**src/rtl/decode_exec_ctrl_if.sv**
```systemverilog
// Decode-stage bus: instruction/operands in, branch resolution and ID/EX bundle out.
// Handshake semantics: there is no valid/ready pair on this bus. The upstream side
// presents a new instruction every cycle. i_stall holds the ID/EX bundle, and i_kill
// replaces it with a bubble. The branch outputs are combinational and valid in the
// same cycle as the instruction.
interface decode_exec_ctrl_if;
    logic [31:0] i_instr;
    logic [31:0] i_pc;
    logic [31:0] i_rs1_data;
    logic [31:0] i_rs2_data;
    logic        i_prediction;
    logic        i_stall;
    logic        i_kill;
    logic        o_boj;
    logic [31:0] o_branch_pc;
    logic        o_flush;
    logic [31:0] o_imm;
    logic [3:0]  o_alu_ctrl;
    logic [6:0]  o_opcode;
    logic [2:0]  o_func3;
    logic [31:0] o_rs1_data;
    logic [31:0] o_rs2_data;
    logic [31:0] o_pc;

    // Upstream (fetch / register file / control) side.
    modport master (
        output i_instr, i_pc, i_rs1_data, i_rs2_data, i_prediction, i_stall, i_kill,
        input  o_boj, o_branch_pc, o_flush, o_imm, o_alu_ctrl, o_opcode, o_func3,
               o_rs1_data, o_rs2_data, o_pc
    );

    // Decode block side.
    modport slave (
        input  i_instr, i_pc, i_rs1_data, i_rs2_data, i_prediction, i_stall, i_kill,
        output o_boj, o_branch_pc, o_flush, o_imm, o_alu_ctrl, o_opcode, o_func3,
               o_rs1_data, o_rs2_data, o_pc
    );
endinterface

```
**src/rtl/decode_exec_ctrl.sv**
```systemverilog
// RV32I decode stage: immediate generation, ALU-control encoding, branch/jump
// resolution (combinational, for IF) and the registered ID/EX bundle.
module decode_exec_ctrl #(
    parameter logic [31:0] NOP_INSTR = 32'h0000_0013
) (
    input logic             clk,
    input logic             rst_n,
    decode_exec_ctrl_if.slave bus
);

    localparam logic [6:0] OP_R     = 7'b0110011;
    localparam logic [6:0] OP_I     = 7'b0010011;
    localparam logic [6:0] OP_LOAD  = 7'b0000011;
    localparam logic [6:0] OP_S     = 7'b0100011;
    localparam logic [6:0] OP_B     = 7'b1100011;
    localparam logic [6:0] OP_JAL   = 7'b1101111;
    localparam logic [6:0] OP_JALR  = 7'b1100111;
    localparam logic [6:0] OP_LUI   = 7'b0110111;
    localparam logic [6:0] OP_AUIPC = 7'b0010111;

    // Sign-extended immediate for any instruction; unknown opcodes and R-type give 0.
    function automatic logic [31:0] gen_imm(input logic [31:0] instr);
        logic [31:0] imm;
        imm = '0;
        case (instr[6:0])
            OP_I, OP_LOAD, OP_JALR: imm = {{20{instr[31]}}, instr[31:20]};
            OP_S:                   imm = {{20{instr[31]}}, instr[31:25], instr[11:7]};
            OP_B:                   imm = {{19{instr[31]}}, instr[31], instr[7],
                                           instr[30:25], instr[11:8], 1'b0};
            OP_LUI, OP_AUIPC:       imm = {instr[31:12], 12'b0};
            OP_JAL:                 imm = {{11{instr[31]}}, instr[31], instr[19:12],
                                           instr[20], instr[30:21], 1'b0};
            default:                imm = '0;
        endcase
        return imm;
    endfunction

    // ALU operation code; everything without its own encoding is ADD.
    function automatic logic [3:0] gen_alu(input logic [31:0] instr);
        logic [3:0] alu;
        alu = 4'b0000;
        case (instr[6:0])
            OP_R:    alu = {instr[30], instr[14:12]};
            // Only the shift-right group uses bit 30 (SRLI vs SRAI); ADDI with a
            // negative immediate must not turn into SUB.
            OP_I:    alu = {(instr[14:12] == 3'b101) ? instr[30] : 1'b0, instr[14:12]};
            OP_B:    alu = 4'b1000;
            default: alu = 4'b0000;
        endcase
        return alu;
    endfunction

    logic [31:0] imm;
    logic [31:0] pc_plus_imm;
    logic [31:0] jalr_sum;
    logic        cond;

    assign imm         = gen_imm(bus.i_instr);
    assign pc_plus_imm = bus.i_pc + imm;
    assign jalr_sum    = bus.i_rs1_data + imm;

    // Branch condition from func3; reserved encodings 010/011 never take.
    always_comb begin
        cond = 1'b0;
        case (bus.i_instr[14:12])
            3'b000:  cond = (bus.i_rs1_data == bus.i_rs2_data);
            3'b001:  cond = (bus.i_rs1_data != bus.i_rs2_data);
            3'b100:  cond = ($signed(bus.i_rs1_data) <  $signed(bus.i_rs2_data));
            3'b101:  cond = ($signed(bus.i_rs1_data) >= $signed(bus.i_rs2_data));
            3'b110:  cond = (bus.i_rs1_data <  bus.i_rs2_data);
            3'b111:  cond = (bus.i_rs1_data >= bus.i_rs2_data);
            default: cond = 1'b0;
        endcase
    end

    // Redirect decision and target for IF; the not-taken target is the fall-through PC.
    always_comb begin
        bus.o_boj       = 1'b0;
        bus.o_branch_pc = bus.i_pc + 32'd4;
        case (bus.i_instr[6:0])
            OP_B: begin
                bus.o_boj       = cond;
                bus.o_branch_pc = cond ? pc_plus_imm : bus.i_pc + 32'd4;
            end
            OP_JAL: begin
                bus.o_boj       = 1'b1;
                bus.o_branch_pc = pc_plus_imm;
            end
            OP_JALR: begin
                bus.o_boj       = 1'b1;
                bus.o_branch_pc = {jalr_sum[31:1], 1'b0};
            end
            default: begin
                bus.o_boj       = 1'b0;
                bus.o_branch_pc = bus.i_pc + 32'd4;
            end
        endcase
    end

    assign bus.o_flush = bus.i_prediction ^ bus.o_boj;

    // ID/EX register: kill beats stall; a kill keeps the PC so the bubble stays traceable.
    always_ff @(posedge clk or negedge rst_n) begin
        if (!rst_n) begin
            bus.o_imm      <= '0;
            bus.o_alu_ctrl <= '0;
            bus.o_opcode   <= OP_I;
            bus.o_func3    <= '0;
            bus.o_rs1_data <= '0;
            bus.o_rs2_data <= '0;
            bus.o_pc       <= '0;
        end else if (bus.i_kill) begin
            bus.o_imm      <= gen_imm(NOP_INSTR);
            bus.o_alu_ctrl <= gen_alu(NOP_INSTR);
            bus.o_opcode   <= NOP_INSTR[6:0];
            bus.o_func3    <= NOP_INSTR[14:12];
            bus.o_rs1_data <= '0;
            bus.o_rs2_data <= '0;
        end else if (!bus.i_stall) begin
            bus.o_imm      <= imm;
            bus.o_alu_ctrl <= gen_alu(bus.i_instr);
            bus.o_opcode   <= bus.i_instr[6:0];
            bus.o_func3    <= bus.i_instr[14:12];
            bus.o_rs1_data <= bus.i_rs1_data;
            bus.o_rs2_data <= bus.i_rs2_data;
            bus.o_pc       <= bus.i_pc;
        end
    end

endmodule

```
**src/flat_wrapper.sv**
```systemverilog
// flat-port wrapper written by rule: the top's interface ports become plain ports
module decode_exec_ctrl_flat 
#(
    parameter logic [31:0] NOP_INSTR = 32'h0000_0013
)
  (clk, rst_n, bus_i_instr, bus_i_pc, bus_i_rs1_data, bus_i_rs2_data, bus_i_prediction, bus_i_stall, bus_i_kill, bus_o_boj, bus_o_branch_pc, bus_o_flush, bus_o_imm, bus_o_alu_ctrl, bus_o_opcode, bus_o_func3, bus_o_rs1_data, bus_o_rs2_data, bus_o_pc);
  decode_exec_ctrl_if bus_i ();
  input logic clk;
  input logic rst_n;
  input wire logic [$bits(bus_i.i_instr)-1:0] bus_i_instr;
  input wire logic [$bits(bus_i.i_pc)-1:0] bus_i_pc;
  input wire logic [$bits(bus_i.i_rs1_data)-1:0] bus_i_rs1_data;
  input wire logic [$bits(bus_i.i_rs2_data)-1:0] bus_i_rs2_data;
  input wire logic [$bits(bus_i.i_prediction)-1:0] bus_i_prediction;
  input wire logic [$bits(bus_i.i_stall)-1:0] bus_i_stall;
  input wire logic [$bits(bus_i.i_kill)-1:0] bus_i_kill;
  output wire logic [$bits(bus_i.o_boj)-1:0] bus_o_boj;
  output wire logic [$bits(bus_i.o_branch_pc)-1:0] bus_o_branch_pc;
  output wire logic [$bits(bus_i.o_flush)-1:0] bus_o_flush;
  output wire logic [$bits(bus_i.o_imm)-1:0] bus_o_imm;
  output wire logic [$bits(bus_i.o_alu_ctrl)-1:0] bus_o_alu_ctrl;
  output wire logic [$bits(bus_i.o_opcode)-1:0] bus_o_opcode;
  output wire logic [$bits(bus_i.o_func3)-1:0] bus_o_func3;
  output wire logic [$bits(bus_i.o_rs1_data)-1:0] bus_o_rs1_data;
  output wire logic [$bits(bus_i.o_rs2_data)-1:0] bus_o_rs2_data;
  output wire logic [$bits(bus_i.o_pc)-1:0] bus_o_pc;
  assign bus_i.i_instr = bus_i_instr;
  assign bus_i.i_pc = bus_i_pc;
  assign bus_i.i_rs1_data = bus_i_rs1_data;
  assign bus_i.i_rs2_data = bus_i_rs2_data;
  assign bus_i.i_prediction = bus_i_prediction;
  assign bus_i.i_stall = bus_i_stall;
  assign bus_i.i_kill = bus_i_kill;
  assign bus_o_boj = bus_i.o_boj;
  assign bus_o_branch_pc = bus_i.o_branch_pc;
  assign bus_o_flush = bus_i.o_flush;
  assign bus_o_imm = bus_i.o_imm;
  assign bus_o_alu_ctrl = bus_i.o_alu_ctrl;
  assign bus_o_opcode = bus_i.o_opcode;
  assign bus_o_func3 = bus_i.o_func3;
  assign bus_o_rs1_data = bus_i.o_rs1_data;
  assign bus_o_rs2_data = bus_i.o_rs2_data;
  assign bus_o_pc = bus_i.o_pc;
  decode_exec_ctrl #(.NOP_INSTR(NOP_INSTR)) u_core (.clk(clk), .rst_n(rst_n), .bus(bus_i));
endmodule
```
**config.mk**
```make
export PLATFORM = sky130hd
export DESIGN_NAME = decode_exec_ctrl_flat
export DESIGN_NICKNAME = d
export VERILOG_FILES = /design/src/rtl/decode_exec_ctrl_if.sv /design/src/rtl/decode_exec_ctrl.sv /design/src/flat_wrapper.sv
export SDC_FILE = /design/constraint.sdc
export NUM_CORES = 1
export LEC_CHECK = 0
export CORE_ASPECT_RATIO = 1.25
export CORE_MARGIN = 2
export CORE_UTILIZATION = 32
export DETAILED_ROUTE_END_ITERATION = 6
export PLACE_DENSITY = 0.67
export SYNTH_ARGS = -nofsm -noshare
export SYNTH_HDL_FRONTEND = slang
export SYNTH_SLANG_ARGS = --single-unit
```
**constraint.sdc**
```tcl
create_clock -name clk -period 14.5 [get_ports clk]
set_input_delay 2.9 -clock clk [delete_from_list [all_inputs] [get_ports clk]]
set_output_delay 2.9 -clock clk [all_outputs]
set_load 0.05 [all_outputs]
```
==> impl_results.md, run 1 <==
* GRT Overall Usage at between 20% and 30%
* Cells after Synth at roughly 1,200
* Antenna violations before repair at 4
* Status: complete, no violations
* Final core utilization at between 40% and 50%
* WL/cell at between 20 and 25 um
* Die Y at ~210 um
* Max-cap viol count at 0
* Normalized max-slew margin at 26.59%
* Setup ws final at 2.340 ns
* Routed wire length at about 44,000 um
* Worst vdd ir at just over 60 uV
* DRT antenna net count at 0
* Worst hold path type: reg -> reg
* Via density at 5.387
* Post-Place Worst Slack at ~2.4 ns
* Post-CTS Repair Setup Buffers at 0
* Number of remaining DRC errors at 0
* Setup TNS at 0 ns
* Mean Syn Cell Area at approximately 9.0 sq um
* DIE AREA at around 36,000 sq um
* Crit Path Max Fanout at 11
* Num CTS Buffers at 17
* Post-Layout Cell Count at approximately 2,000
* Die Width at roughly 170 um
* Synth top area cells: dfrtp_1, ha_1, mux2i_1, nor2_1, xnor2_1
* Top FF cell, synth: dfrtp_1
* First-pass GRT wire length at about 65,000 um
* Dpl hpwl at 34,300 um
* CTS Sinks at 142
* Placed cells at around 2,000
* CTS Buffer Depth at 2
* PortBufs at ~310
* Required @ worst endpoint at ~12 ns
* Yosys reg bits at approximately 140
* Startpoint class of the critical path: input pin
* Final setup violation count at 0
* Kind of critical path: in -> out
* Clock slew at reported path FFs at around 0.060 ns
* Syn Nets at around 1,500
* Vias in the first global route at ~11,000
* Iteration-0 DRC Markers at around 640
* Layout cell share with drive strength beyond 1 at about 6.2%
* Worst clock skew at 0 ns
* Rows at 76
* GP Congestion at between 0.9 and 1
* Seq/Total Area, Yosys at 32.08%
* Async SR Flop Fraction at 100.0%
* PD cells at 87.54 nW/um^2
* Initial core utilization at roughly a third
* TritonCTS clock tree: done
* Final hold viol count at 0
* Synth area leader: dfrtp_1
* Worst-margin pin slew at 1.098 ns
* DR pass1 iterations at 5
* Hold Buf Count CTS at 0
* Maximum clock rate at 82.24 MHz
* Largest net degree at the start of global routing at 74
* Synth cell types at approximately 70
* Top-area cell type share of the netlist area at 31.37%
* CTS resizes at 0
* Multi-input logic area at around 7000 sq um
* Storage cell area at between 3000 and 4000 sq um
* GRT overflow at 0
* H-Tree Level Count at 4
* Unrepaired setup endpoints after global routing: no
* Clk_lat worst skew at around 0.45 ns
* EDFF count, synth at 0
* P_leak at 7.102 nW
* Arr. time, crit path at roughly 9.3 ns
* DR vias at 10,770
* Final Critical Period at about 12 ns
* Fillers at between 3,000 and 4,000
* Cell area after synthesis at ~11,000 sq um
* Core box area at about 34,000 sq um
* Ports at roughly 310
* Area delta synth->final at 37.58%
* Nets@finish at around 1,700
* Worst setup EP type: output port
* Root buffer cell: clkbuf_16
* Most common cell in the netlist: nor2_1
* Synth Warn # at 0
* Post-route clock period utilization at between 80% and 90%
* Top cells by count, synth: nor2_1, dfrtp_1, mux2i_1
* Pins Over Slew Limit at 0
==> critical path: stages <==
cell	delay, ns
clkdlybuf4s50_1	0.58
nand2_1	0.22
nor4_2	0.84
nor2_1	0.34
nor2b_1	0.90
a21o_1	0.32
ha_1	0.36
a21o_1	0.27
a211o_1	0.34
nor3b_1	0.23
o21ai_0	0.10
o21ai_0	0.42
o21ai_0	0.19
xor2_1	0.25
a211o_1	0.18
clkdlybuf4s50_1	0.80
==> cell type report <==
| type | count | share of cell area, % |
|---|---|---|
| Timing Repair Buffer | 315 | 20.55 |
| Sequential cell | 142 | 23.32 |
| Clock buffer | 19 | 2.838 |
| Clock inverter | 13 | 1.173 |
| Inverter | 52 | 1.296 |
| Multi-Input combinational cell | 985 | 46.90 |
| Tap cell | 468 | 3.839 |
| Antenna cell | 5 | 0.08202 |
==> layout by cell type, fill, tap and decap left out, types with 6 or more instances in the layout <==
cell type,instances
or3_1,6
and3_1,18
a31oi_1,8
inv_1,51
o21ai_0,44
xor2_1,35
nor2_1,153
xnor2_1,49
ha_1,94
a21o_1,56
nand2b_1,15
a211o_1,6
clkdlybuf4s50_1,305
nor2b_1,13
buf_4,8
mux2_2,33
a211oi_1,14
o31ai_1,7
nor3_1,15
o21bai_1,10
o221ai_1,13
clkbuf_16,17
nand3_1,29
dfrtp_1,139
nand2_1,76
mux2i_1,100
a221o_1,13
o22ai_1,6
nand4_1,14
o21a_1,11
a21oi_1,75
==> sequential cells by signal, summed over array words and instances, names as in the netlist <==
signal	count
u_core.bus.o_imm	32
u_core.bus.o_pc	32
u_core.bus.o_rs1_data	32
u_core.bus.o_rs2_data	32
u_core.bus.o_opcode	7
u_core.bus.o_alu_ctrl	4
u_core.bus.o_func3	3
==> cell families after synthesis <==
kind of cell,count (synthesis),synth area share (%)
XOR/XNOR,84,6.635
flip-flops,142,32.08
AND/OR/NAND/NOR,364,15.26
adder cells (fa/ha/maj),96,10.97
AO/OA/AOI/OAI,308,19.12
multiplexers,133,12.38
buffers and inverters,102,3.566
==> per-stage QoR <==
step	hold slack, ns	power [mW]	instance area (sq um)
after floorplan	0.6516	0.6958	11090
after global placement	0.4902	0.8646	14630
after detailed placement	0.4943	0.8678	14630
after CTS	0.5081	1.347	15240
after global routing	0.5196	1.390	15250
final	0.5042	1.335	15250
==> report_power, final <==
group / leakage [nW] / total, mW / internal (mW) / switching (mW)
combinational: 4.96 / 0.426 / 0.160 / 0.267
clock: 0.295 / 0.474 / 0.275 / 0.199
sequential: 1.85 / 0.436 / 0.422 / 0.0133
total: 7.10 / 1.34 / 0.857 / 0.478
==> layer usage <==
| layer | up-vias | track usage (%) | share of wire (%) |
|---|---|---|---|
| met5 | - | 0 | 0 |
| met4 | 0 | 10.40 | 3.7 |
| met3 | 77 | 4.654 | 5.4 |
| met2 | 368 | 42.47 | 50 |
| met1 | 5275 | 28.64 | 41 |
| li1 | 5048 | - | - |
==> final timing paths <==
kind,from,end,slack (ns),cells after the start
worst min register to register,u_core.bus.o_pc[17],u_core.bus.o_pc[17],0.50,1
max in group asynchronous,rst_n,u_core.bus.o_rs2_data[5],10.61,2
worst max-delay path,bus_i_instr[1],bus_o_branch_pc[29],2.34,16
worst max register to register,u_core.bus.o_imm[7],u_core.bus.o_imm[7],13.68,2
worst min-delay path,u_core.bus.o_pc[17],u_core.bus.o_pc[17],0.50,1
min in group asynchronous,rst_n,u_core.bus.o_rs1_data[28],2.45,1
(Power assumes the default switching activity.)
==> run 2: changes to the inputs <==
- PLACE_DENSITY: 0.67 -> 0.69
- clock period: 14.5 -> 9.9 ns (I/O delays scaled with it)
==> run 2 against run 1 <==
Effect of this change:
- sequential power up 47%
- combinational power up 47%
- final area up 0.27%
- total power up 45%
- flip-flop and latch count unchanged
- non-clock buffer count up 9
- count of clock-buffer cells in the layout up 1
- first-iteration DRC count up 24%
- sequential share of layout area down 0.063 points
- clock skew unchanged
- critical endpoint is now bus_o_branch_pc[23]
==> impl_results.md, run 2 (same netlist as run 1, synthesis figures left out) <==
* Max-cap viol count at 0 (unchanged)
* First-pass GRT wire length at 65,140 um (-0.48%)
* Rows at 76 (unchanged)
* Post-route clock period utilization at a little over nine tenths
* Via density at 5.411 (+0.45%)
* Crit Path Max Fanout at 8 (-3)
* H-Tree Level Count at 4 (unchanged)
* Dpl hpwl at 34,520 um (+0.64%)
* GP Congestion at 0.9746 (+4.3%)
* Pwr Total at 1.932 mW (+45%)
* DIE AREA at 36,170 sq um (unchanged)
* GRT Overall Usage at 24.02% (-0.15 points)
* CTS Buffer Depth at 2 (unchanged)
* WL/cell at 21.76 um (-0.34%)
* Ports at 309 (unchanged)
* Core box area at 34,330 sq um (unchanged)
* R2R setup slack at 8.94 ns (-4.74 ns)
* Global Route met3 Usage at 5.305% (+0.65 points)
* Critical Path Start: bus_i_instr[6]
* Setup TNS at 0 ns (unchanged)
* Die Y at 212.1 um (unchanged)
* Final Critical Period at around 9.6 ns
* Most common cell after layout, fill and taps aside: clkdlybuf4s50_1
* Routed wire length at 43,620 um (about the same)
* Startpoint class of the critical path: input pin
* M2 GR Usage at 42.01% (-0.46 points)
* Vias in the first global route at 10,900 (+1.6%)
* Origin of the critical flop-to-flop path: u_core.bus.o_imm[20]
* Number of remaining DRC errors at 0 (unchanged)
* Worst clock skew at 0 ns (unchanged)
* Final setup violation count at 0 (unchanged)
* Worst setup EP type: output port
* Worst hold path type: reg -> reg
* DR pass1 iterations at 5 (unchanged)
* Clk_lat worst skew at 0.45 ns (about the same)
* Area delta synth->final at 37.95%
* DRT antenna net count at 0 (unchanged)
* Largest net degree at the start of global routing at 79 (+6.8%)
* Iteration-0 DRC Markers at 791 (+24%)
* Antenna violations before repair at 2 (-2)
* Initial core utilization at 32.30% (unchanged)
* Worst vdd ir at 76.58 uV (+24%)
* Num CTS Buffers at 17 (unchanged)
* P_leak at 7.132 nW (+0.42%)
* Status: complete, no violations
* Hold Buf Count CTS at 0 (unchanged)
* Kind of critical path: in -> out
* Root buffer cell: clkbuf_16
* PortBufs at 308 (unchanged)
* Die Width at 170.5 um (unchanged)
* HP Start: u_core.bus.o_pc[17]
* Post-Layout Cell Count at 2,005 (+0.30%)
* Pins Over Slew Limit at 0 (unchanged)
* Final core utilization at 44.56% (+0.12 points)
* TritonCTS clock tree: done
* Placed cells at 1,971 (+0.46%)
* Layout cell share with drive strength beyond 1 at 6.775% (+0.62 points)
* PD cells at 126.3 nW/um^2 (+44%)
* CTS Sinks at 142 (unchanged)
* Nets@finish at 1,751 (+0.52%)
* Maximum clock rate at approximately 100 MHz
* DR vias at 10,850 (+0.75%)
* Final hold viol count at 0 (unchanged)
* Normalized max-slew margin at 32.29% (+5.7 points)
* CTS resizes at 0 (unchanged)
* Post-CTS Repair Setup Buffers at 0 (unchanged)
* Gr busiest metal: met2
* Hold Slack at 0.5051 ns (+0.0008950 ns)
* Required @ worst endpoint at 7.92 ns (-3.68 ns)
* Most frequent cells in the layout: clkdlybuf4s50_1, nor2_1, dfrtp_1
* GRT overflow at 0 (unchanged)
* Arr. time, crit path at 7.61 ns (-1.65 ns)
* Clock slew at reported path FFs at 0.06 ns (about the same)
* Worst-margin pin slew at 1.013 ns (-0.08525 ns)
* Unrepaired setup endpoints after global routing: no
* Met1 usage at 28.06% (-0.58 points)
## run 2: cell count changes in the layout (fill, tap and decap cells not counted), sizes merged
cell / before / now
diode: 5 / 2
buf: 10 / 19
clkinvlp: 1 / 3
clkbuf: 19 / 20
clkinv: 3 / 5
inv: 58 / 54
bufinv: 3 / 2
## run 2: final cells by class
cell class,instances,area (sq um)
fill,3363,19030
tap,468,585.6
antenna,2,5.005
timing repair buffer,324,3203
multi-input combinational,985,7154
clock inverter,12,136.4
clock buffer,20,456.7
sequential,142,3557
inverter,52,197.7
## run 2: routing by layer
metal  vias up  share of wire (%)
li1       5055                  -
met1      5272                 40
met2       440                 50
met3        82                6.1
met4         0                4.1
met5         -                  0
## run 2: through the flow
step           worst slack, ns  instance area, sq um
5_1_grt                0.08800                 15300
4_1_cts                 0.4042                 15290
3_3_place_gp            0.4892                 14700
6_report                0.3077                 15300
3_5_place_dp            0.4442                 14700
2_1_floorplan            2.081                 11090
## run 2: worst paths after layout
kind	endpoint	depth (start not counted)
setup / recovery	bus_o_branch_pc[23]	17
hold / removal	u_core.bus.o_pc[17]	1
setup reg to reg	u_core.bus.o_imm[20]	2
hold reg to reg	u_core.bus.o_pc[17]	1
max in group asynchronous	u_core.bus.o_rs2_data[9]	2
min in group asynchronous	u_core.bus.o_rs1_data[28]	1
## run 2: power by group
group | internal [mW] | switching, mW | leakage, nW | total (mW)
Sequential | 0.619 | 0.0199 | 1.85 | 0.639
Clock | 0.386 | 0.281 | 0.283 | 0.667
Combinational | 0.235 | 0.391 | 5.00 | 0.627
## run 2: critical path, cell delays in order
cell and delay, ns:
clkdlybuf4s50_1 0.58, or3_1 0.49, or3_1 0.38, nand2_1 0.22
nor2_1 0.18, nor2b_1 0.33, ha_1 0.38, and4_1 0.28
nand4_1 0.12, o21ai_0 0.11, o31ai_1 0.39, a21boi_0 0.24
nor3_1 0.51, o21ai_0 0.19, xor2_1 0.17, a221o_1 0.34
clkdlybuf4s50_1 0.73
